**src/rtl/fft_frame_ctrl_if.sv**
```systemverilog
// Stream and FFT-core handshake bundle for fft_frame_ctrl; the controller connects through the
// slave modport, the sample source / FFT core / bin sink side through master.
interface fft_frame_ctrl_if #(
  parameter int N_POINTS = 8,
  parameter int DATA_W   = 8,
  parameter int BIN_W    = DATA_W + $clog2(N_POINTS) + 1,
  parameter int OUT_W    = 8
);
  logic                          in_valid;
  logic                          in_ready;
  logic [DATA_W-1:0]             in_data;
  logic                          fft_start;
  logic [N_POINTS*DATA_W-1:0]    fft_frame;
  logic                          fft_done;
  logic [N_POINTS*BIN_W-1:0]     fft_re;
  logic [N_POINTS*BIN_W-1:0]     fft_im;
  logic                          out_valid;
  logic                          out_ready;
  logic [OUT_W-1:0]              out_data;
  logic [$clog2(N_POINTS)-1:0]   out_index;
  logic                          out_last;
  logic                          busy;

  modport master (
    output in_valid, in_data, fft_done, fft_re, fft_im, out_ready,
    input  in_ready, fft_start, fft_frame, out_valid, out_data, out_index, out_last, busy
  );

  modport slave (
    input  in_valid, in_data, fft_done, fft_re, fft_im, out_ready,
    output in_ready, fft_start, fft_frame, out_valid, out_data, out_index, out_last, busy
  );
endinterface

```
**src/rtl/fft_frame_ctrl.sv**
```systemverilog
// Frame loader and power-spectrum back end: gathers N_POINTS samples, hands them to an FFT core,
// then streams saturated (re^2+im^2)>>MAG_SHIFT per bin. Define PEAK_DETECT_EN for peak outputs.
module fft_frame_ctrl #(
  parameter int N_POINTS      = 8,
  parameter int DATA_W        = 8,
  parameter int BIN_W         = DATA_W + $clog2(N_POINTS) + 1,
  parameter int OUT_W         = 8,
  parameter int MAG_SHIFT     = 6,
  parameter int HALF_SPECTRUM = 0
) (
  input  logic             clk,
  input  logic             rst_n,
  fft_frame_ctrl_if.slave  bus
`ifdef PEAK_DETECT_EN
  ,
  output logic                        peak_valid,
  output logic [$clog2(N_POINTS)-1:0] peak_index,
  output logic [OUT_W-1:0]            peak_mag
`endif
);

  localparam int IDX_W = $clog2(N_POINTS);
  localparam int SQ_W  = 2 * BIN_W;
  localparam int SUM_W = SQ_W + 1;
  localparam logic [IDX_W-1:0] LAST_IDX =
    (HALF_SPECTRUM != 0) ? IDX_W'(N_POINTS / 2) : IDX_W'(N_POINTS - 1);
  localparam logic [SUM_W-1:0] SAT_LIMIT = {{(SUM_W - OUT_W){1'b0}}, {OUT_W{1'b1}}};

  typedef enum logic [1:0] {COLLECT, WAIT_FFT, STREAM} state_t;

  state_t                  state;
  logic [DATA_W-1:0]       samples [N_POINTS];
  logic signed [BIN_W-1:0] bin_re  [N_POINTS];
  logic signed [BIN_W-1:0] bin_im  [N_POINTS];
  logic [IDX_W-1:0]        wr_cnt;
  logic [IDX_W-1:0]        rd_idx;
  logic [IDX_W-1:0]        rd_next;
  logic signed [SQ_W-1:0]  re_ext, im_ext, re_sq, im_sq;
  logic [SUM_W-1:0]        mag_sum, mag_shifted;
  logic [OUT_W-1:0]        mag_sat;

  assign rd_next       = rd_idx + IDX_W'(1);
  assign bus.out_index = rd_idx;

  always_comb begin
    bus.fft_frame = '0;
    for (int k = 0; k < N_POINTS; k++) begin
      bus.fft_frame[k*DATA_W +: DATA_W] = samples[k];
    end
  end

  // Operands are sign-extended to the full square width so -2^(BIN_W-1) squares without overflow.
  always_comb begin
    re_ext       = SQ_W'(bin_re[rd_idx]);
    im_ext       = SQ_W'(bin_im[rd_idx]);
    re_sq        = re_ext * re_ext;
    im_sq        = im_ext * im_ext;
    mag_sum      = {1'b0, re_sq} + {1'b0, im_sq};
    mag_shifted  = mag_sum >> MAG_SHIFT;
    mag_sat      = (mag_shifted > SAT_LIMIT) ? '1 : mag_shifted[OUT_W-1:0];
    bus.out_data = bus.out_valid ? mag_sat : '0;
  end

  always_ff @(posedge clk or negedge rst_n) begin
    if (!rst_n) begin
      state         <= COLLECT;
      wr_cnt        <= '0;
      rd_idx        <= '0;
      bus.fft_start <= 1'b0;
      bus.in_ready  <= 1'b1;
      bus.out_valid <= 1'b0;
      bus.out_last  <= 1'b0;
      bus.busy      <= 1'b0;
      for (int k = 0; k < N_POINTS; k++) begin
        samples[k] <= '0;
        bin_re[k]  <= '0;
        bin_im[k]  <= '0;
      end
    end else begin
      bus.fft_start <= 1'b0;
      case (state)
        COLLECT: begin
          if (bus.in_valid && bus.in_ready) begin
            samples[wr_cnt] <= bus.in_data;
            wr_cnt          <= wr_cnt + IDX_W'(1);
            if (wr_cnt == IDX_W'(N_POINTS - 1)) begin
              wr_cnt        <= '0;
              bus.fft_start <= 1'b1;
              bus.in_ready  <= 1'b0;
              bus.busy      <= 1'b1;
              state         <= WAIT_FFT;
            end
          end
        end
        WAIT_FFT: begin
          if (bus.fft_done) begin
            for (int k = 0; k < N_POINTS; k++) begin
              bin_re[k] <= bus.fft_re[k*BIN_W +: BIN_W];
              bin_im[k] <= bus.fft_im[k*BIN_W +: BIN_W];
            end
            rd_idx        <= '0;
            bus.out_valid <= 1'b1;
            bus.out_last  <= 1'b0;
            state         <= STREAM;
          end
        end
        STREAM: begin
          if (bus.out_ready) begin
            if (rd_idx == LAST_IDX) begin
              rd_idx        <= '0;
              bus.out_valid <= 1'b0;
              bus.out_last  <= 1'b0;
              bus.busy      <= 1'b0;
              bus.in_ready  <= 1'b1;
              state         <= COLLECT;
            end else begin
              rd_idx       <= rd_next;
              bus.out_last <= (rd_next == LAST_IDX);
            end
          end
        end
        default: state <= COLLECT;
      endcase
    end
  end

`ifdef PEAK_DETECT_EN
  logic             have_cand;
  logic [OUT_W-1:0] run_mag, best_mag;
  logic [IDX_W-1:0] run_idx, best_idx;
  logic             take;

  // Strict compare keeps the lowest index on ties; DC is skipped unless the frame is tiny.
  always_comb begin
    take     = ((rd_idx != '0) || (N_POINTS <= 4)) && (!have_cand || (bus.out_data > run_mag));
    best_mag = take ? bus.out_data : run_mag;
    best_idx = take ? rd_idx : run_idx;
  end

  always_ff @(posedge clk or negedge rst_n) begin
    if (!rst_n) begin
      peak_valid <= 1'b0;
      peak_index <= '0;
      peak_mag   <= '0;
      have_cand  <= 1'b0;
      run_mag    <= '0;
      run_idx    <= '0;
    end else begin
      peak_valid <= 1'b0;
      if (bus.out_valid && bus.out_ready) begin
        if (rd_idx == LAST_IDX) begin
          peak_valid <= 1'b1;
          peak_index <= best_idx;
          peak_mag   <= best_mag;
          have_cand  <= 1'b0;
          run_mag    <= '0;
          run_idx    <= '0;
        end else begin
          have_cand <= have_cand | take;
          run_mag   <= best_mag;
          run_idx   <= best_idx;
        end
      end
    end
  end
`endif

endmodule

```
**src/flat_wrapper.sv**
```systemverilog
// flat-port wrapper written by rule: the top's interface ports become plain ports
module fft_frame_ctrl_flat 
#(
  parameter int N_POINTS      = 8,
  parameter int DATA_W        = 8,
  parameter int BIN_W         = DATA_W + $clog2(N_POINTS) + 1,
  parameter int OUT_W         = 8,
  parameter int MAG_SHIFT     = 6,
  parameter int HALF_SPECTRUM = 0
)
  (clk, rst_n, bus_in_valid, bus_in_data, bus_fft_done, bus_fft_re, bus_fft_im, bus_out_ready, bus_in_ready, bus_fft_start, bus_fft_frame, bus_out_valid, bus_out_data, bus_out_index, bus_out_last, bus_busy);
  fft_frame_ctrl_if #(.N_POINTS(N_POINTS), .DATA_W(DATA_W), .BIN_W(BIN_W), .OUT_W(OUT_W)) bus_i ();
  input  logic clk;
  input  logic rst_n;
  input wire logic [$bits(bus_i.in_valid)-1:0] bus_in_valid;
  input wire logic [$bits(bus_i.in_data)-1:0] bus_in_data;
  input wire logic [$bits(bus_i.fft_done)-1:0] bus_fft_done;
  input wire logic [$bits(bus_i.fft_re)-1:0] bus_fft_re;
  input wire logic [$bits(bus_i.fft_im)-1:0] bus_fft_im;
  input wire logic [$bits(bus_i.out_ready)-1:0] bus_out_ready;
  output wire logic [$bits(bus_i.in_ready)-1:0] bus_in_ready;
  output wire logic [$bits(bus_i.fft_start)-1:0] bus_fft_start;
  output wire logic [$bits(bus_i.fft_frame)-1:0] bus_fft_frame;
  output wire logic [$bits(bus_i.out_valid)-1:0] bus_out_valid;
  output wire logic [$bits(bus_i.out_data)-1:0] bus_out_data;
  output wire logic [$bits(bus_i.out_index)-1:0] bus_out_index;
  output wire logic [$bits(bus_i.out_last)-1:0] bus_out_last;
  output wire logic [$bits(bus_i.busy)-1:0] bus_busy;
  assign bus_i.in_valid = bus_in_valid;
  assign bus_i.in_data = bus_in_data;
  assign bus_i.fft_done = bus_fft_done;
  assign bus_i.fft_re = bus_fft_re;
  assign bus_i.fft_im = bus_fft_im;
  assign bus_i.out_ready = bus_out_ready;
  assign bus_in_ready = bus_i.in_ready;
  assign bus_fft_start = bus_i.fft_start;
  assign bus_fft_frame = bus_i.fft_frame;
  assign bus_out_valid = bus_i.out_valid;
  assign bus_out_data = bus_i.out_data;
  assign bus_out_index = bus_i.out_index;
  assign bus_out_last = bus_i.out_last;
  assign bus_busy = bus_i.busy;
  fft_frame_ctrl #(.N_POINTS(N_POINTS), .DATA_W(DATA_W), .BIN_W(BIN_W), .OUT_W(OUT_W), .MAG_SHIFT(MAG_SHIFT), .HALF_SPECTRUM(HALF_SPECTRUM)) u_core (.clk(clk), .rst_n(rst_n), .bus(bus_i));
endmodule
```
**config.mk**
```make
export PLATFORM = sky130hd
export DESIGN_NAME = fft_frame_ctrl_flat
export DESIGN_NICKNAME = d
export VERILOG_FILES = /design/src/rtl/fft_frame_ctrl_if.sv /design/src/rtl/fft_frame_ctrl.sv /design/src/flat_wrapper.sv
export SDC_FILE = /design/constraint.sdc
export NUM_CORES = 1
export LEC_CHECK = 0
export CORE_UTILIZATION = 40
export CTS_CLUSTER_SIZE = 12
export DETAILED_ROUTE_END_ITERATION = 12
export GPL_ROUTABILITY_DRIVEN = 1
export PLACE_DENSITY = 0.57
export SLEW_MARGIN = 20
export SYNTH_ARGS = -nofsm -noshare
export SYNTH_HDL_FRONTEND = slang
export SYNTH_SLANG_ARGS = --single-unit
```
**constraint.sdc**
```tcl
create_clock -name clk -period 12.7 [get_ports clk]
set_input_delay 1.27 -clock clk [delete_from_list [all_inputs] [get_ports clk]]
set_output_delay 1.27 -clock clk [all_outputs]
set_load 0.01 [all_outputs]
```
==> results.sh <==
export IMPL_syn_num_nets=2492
export IMPL_place_inst=2903
export IMPL_fin_crit_ns=11.95
export IMPL_synth_edff_count=0
export IMPL_drt_initial_drc_count=659
export IMPL_layout_nets=2777
export IMPL_finClkSkew_ns=0.0187
export IMPL_area_growth_pct=21.3
export IMPL_tightest_slew_ns=1.08
export IMPL_hold_path_class="flip-flop to flip-flop"
export IMPL_vias_per_cell=4.99
export IMPL_grt_total_usage_pct=20.2
export IMPL_clk_pin_slew_ns=0.06
export IMPL_finalCritPeriodShare_pct=94.1
export IMPL_power_density_mw_per_mm2=103
export IMPL_place_ws_ns=1.06
export IMPL_pin_count=285
export IMPL_synth_top_area_share_pct=30.1
export IMPL_status="finished, final reports clean"
export IMPL_grt_pass1_vias=16100
export IMPL_start_util_pct=40.4
export IMPL_cp_common_cell="fa_1"
export IMPL_drtPass1Iterations=5
export IMPL_synth_area_mm2=0.0223
export IMPL_setup_ws_ns=0.748
export IMPL_drc=0
export IMPL_yosysWarnings=0
export IMPL_final_cell_area_mm2=0.0270
export IMPL_routed_wl_um=56100
export IMPL_cp_slowest_cell="dfrtp_2"
export IMPL_htree_num_levels=1
export IMPL_fin_tns_setup_ns=0
export IMPL_tritoncts="built"
export IMPL_postCtsHoldBufs=0
export IMPL_async_flop_share_pct=100
export IMPL_design_die_area_mm2=0.0567
export IMPL_synth_ff_type="dfrtp_1"
export IMPL_synth_seq_cells=269
export IMPL_start_kind="flip-flop"
export IMPL_peakVddDrop_mv=0.111
export IMPL_root_buffer="clkbuf_16"
export IMPL_hold_viol=0
export IMPL_max_stage_delay_ns=0.96
export IMPL_yosysTopAreaCell="dfrtp_1"
export IMPL_slew_headroom_pct=26.3
export IMPL_post_dp_cell_area_mm2=0.0261
export IMPL_antenna_found_initial=25
export IMPL_synthCells=1902
export IMPL_synthDistinctLibCells=68
export IMPL_dieHeight_um=238
export IMPL_clockBufferDepth=3
export IMPL_hpwl_um=45400
export IMPL_portBuffers=284
export IMPL_seq_area_frac_synth_pct=30.2
export IMPL_slew_viol_final=0
export IMPL_arrival_ns=10.68
export IMPL_maxCapViolations=0
export IMPL_num_rows=86
export IMPL_clock_latency_ns=0.56
export IMPL_antenna_left=0
export IMPL_grt_pass1_wl_um=89300
export IMPL_final_util_pct=49.1
export IMPL_routedWlPerCell_um=18.9
export IMPL_cts_sinks=269
export IMPL_power_leakage_uw=0.0139
export IMPL_fillers=5091
export IMPL_final_cells=2966
export IMPL_syn_mean_instance_area_um2=11.7
export IMPL_cp_data_required_time_ns=11.43
export IMPL_final_layout_size_suffix_gt1_share_pct=19.8
export IMPL_coreArea_mm2=0.0551
export IMPL_grt_start_max_net_pins=124
export IMPL_fmax_ghz=0.0837
export IMPL_place_congestion=0.858
export IMPL_rsz0062_at_grt="no"
export IMPL_crit_path_end_kind="output port"
export IMPL_crit_type="flip-flop to output port"
export IMPL_num_vias=14800
export IMPL_worstPathMaxFanout=37
export IMPL_cts_buffers=28
export IMPL_synth_area_top_cells="dfrtp_1 30%, fa_1 22%, mux2_2 13%"
export IMPL_setup_violations=0
export IMPL_die_w_um=238
export IMPL_grt_overflow=0
[layout by cell type (no fill, tap or decap), drive strengths merged, types with 8 or more instances in the layout]
cell	netlist	layout
o21a	13	13
dfrtp	268	268
ha	142	142
or2	36	36
o21ai	20	20
clkbuf	48	46
a211oi	10	10
inv	322	322
and2	9	9
nor3	14	14
mux4	48	48
clkdlybuf4s50	0	283
nand3	18	18
nand2	64	64
a21oi	41	41
nand2b	8	8
buf	15	35
xor2	16	16
nor2b	9	9
diode	0	11
mux2	259	259
a21o	29	29
nor2	114	114
mux2i	26	26
fa	243	243
xnor2	54	54
[power breakdown]
part / total, uW / internal (uW) / switching, uW
logic: 878 / 465 / 413
clock network: 804 / 468 / 336
registers: 1100 / 968 / 134
total: 2780 / 1900 / 883
[through the flow]
stage,total power (uW),hold WS [ns]
floorplan,1590,0.474
global placement,1980,0.479
detailed placement,2000,0.489
CTS,2810,0.503
global route,2940,0.514
finish,2780,0.503
[cells in the mapped netlist (8+ instances only)]
| cell | instances |
|---|---|
| a21o_1 | 29 |
| a21oi_1 | 41 |
| and2_1 | 8 |
| buf_1 | 9 |
| clkbuf_1 | 48 |
| dfrtp_1 | 268 |
| fa_1 | 243 |
| ha_1 | 142 |
| inv_1 | 322 |
| mux2_2 | 259 |
| mux2i_1 | 26 |
| mux4_2 | 48 |
| nand2_1 | 64 |
| nand2b_1 | 8 |
| nand3_1 | 18 |
| nor2_1 | 114 |
| nor2b_1 | 9 |
| nor3_1 | 12 |
| o21a_1 | 12 |
| o21ai_0 | 19 |
| or2_2 | 36 |
| xnor2_1 | 54 |
| xor2_1 | 16 |
[layer usage]
layer	global-route usage [%]	wire length [um]	share of wire, %
met1	27.2	25000	44
met2	32.6	26400	47
met3	4.42	3220	5.7
met4	6.12	1390	2.5
met5	0	184	0.33
[path summary, 6_finish.rpt]
path,from,end,slack [ns],cells past startpoint
min,u_core.bin_re[31],u_core.bin_re[31],0.50,1
max in group asynchronous,rst_n,u_core.bin_im[7],10.40,2
max reg2reg,u_core.bus.in_ready,u_core.bus.fft_frame[50],10.20,6
min in group asynchronous,rst_n,u_core.bus.fft_frame[8],0.77,1
min reg2reg,u_core.bin_re[31],u_core.bin_re[31],0.50,1
max,u_core.bus.out_index[1],bus_out_data[5],0.75,28
[area by class of cell]
| cell class | count | area, um^2 | area share, % |
|---|---|---|---|
| sequential | 269 | 6740 | 24.9 |
| clock inverter | 4 | 58.8 | 0.218 |
| clock buffer | 46 | 838 | 3.10 |
| antenna | 11 | 27.5 | 0.102 |
| inverter | 324 | 1220 | 4.50 |
| multi-input combinational | 1246 | 14100 | 52.1 |
| timing repair buffer | 318 | 3130 | 11.6 |
| tap | 748 | 936 | 3.46 |
[registers in the layout, indices dropped and copies added (netlist names)]
signal                cells
u_core.bus.fft_start      1
u_core.bin_im            96
u_core.bus.fft_frame     64
u_core.bus.in_ready       1
u_core.bus.out_last       1
u_core.bus.busy           1
u_core.bin_re            96
u_core.state              2
u_core.bus.out_index      3
u_core.bus.out_valid      1
u_core.wr_cnt             3
[cells by family (layout without fill, tap and decap cells)]
group                      after synthesis  count (layout)  share of synthesized area, %
AOI/OAI and AO/OA                      158             158                          4.99
xor gates and xnor gates                70              70                          2.75
adders and majority gates              385             385                          29.8
buffers and inverters                  387             692                          6.59
DFF                                    269             269                          30.2
muxes                                  333             333                          19.1
other                                    0              11                             0
and+or+nand+nor                        300             300                          6.54
[worst max-delay path, delay by kind of cell (launching register included)]
family | cells | cell delay [ns]
simple gates | 5 | 1.23
compound gates | 8 | 2.43
xor+xnor | 1 | 0.13
buf+inv | 5 | 1.05
mux | 2 | 1.20
fa+ha+maj | 7 | 3.12
flops | 1 | 0.96
[what timing repair did]
item	in CTS	in global routing
buffers inserted	0	1
endpoints found under the setup margin	0	8
resized for setup	0	1
hold endpoints to repair	0	0
Note: power is estimated with default switching activity, not from simulation.
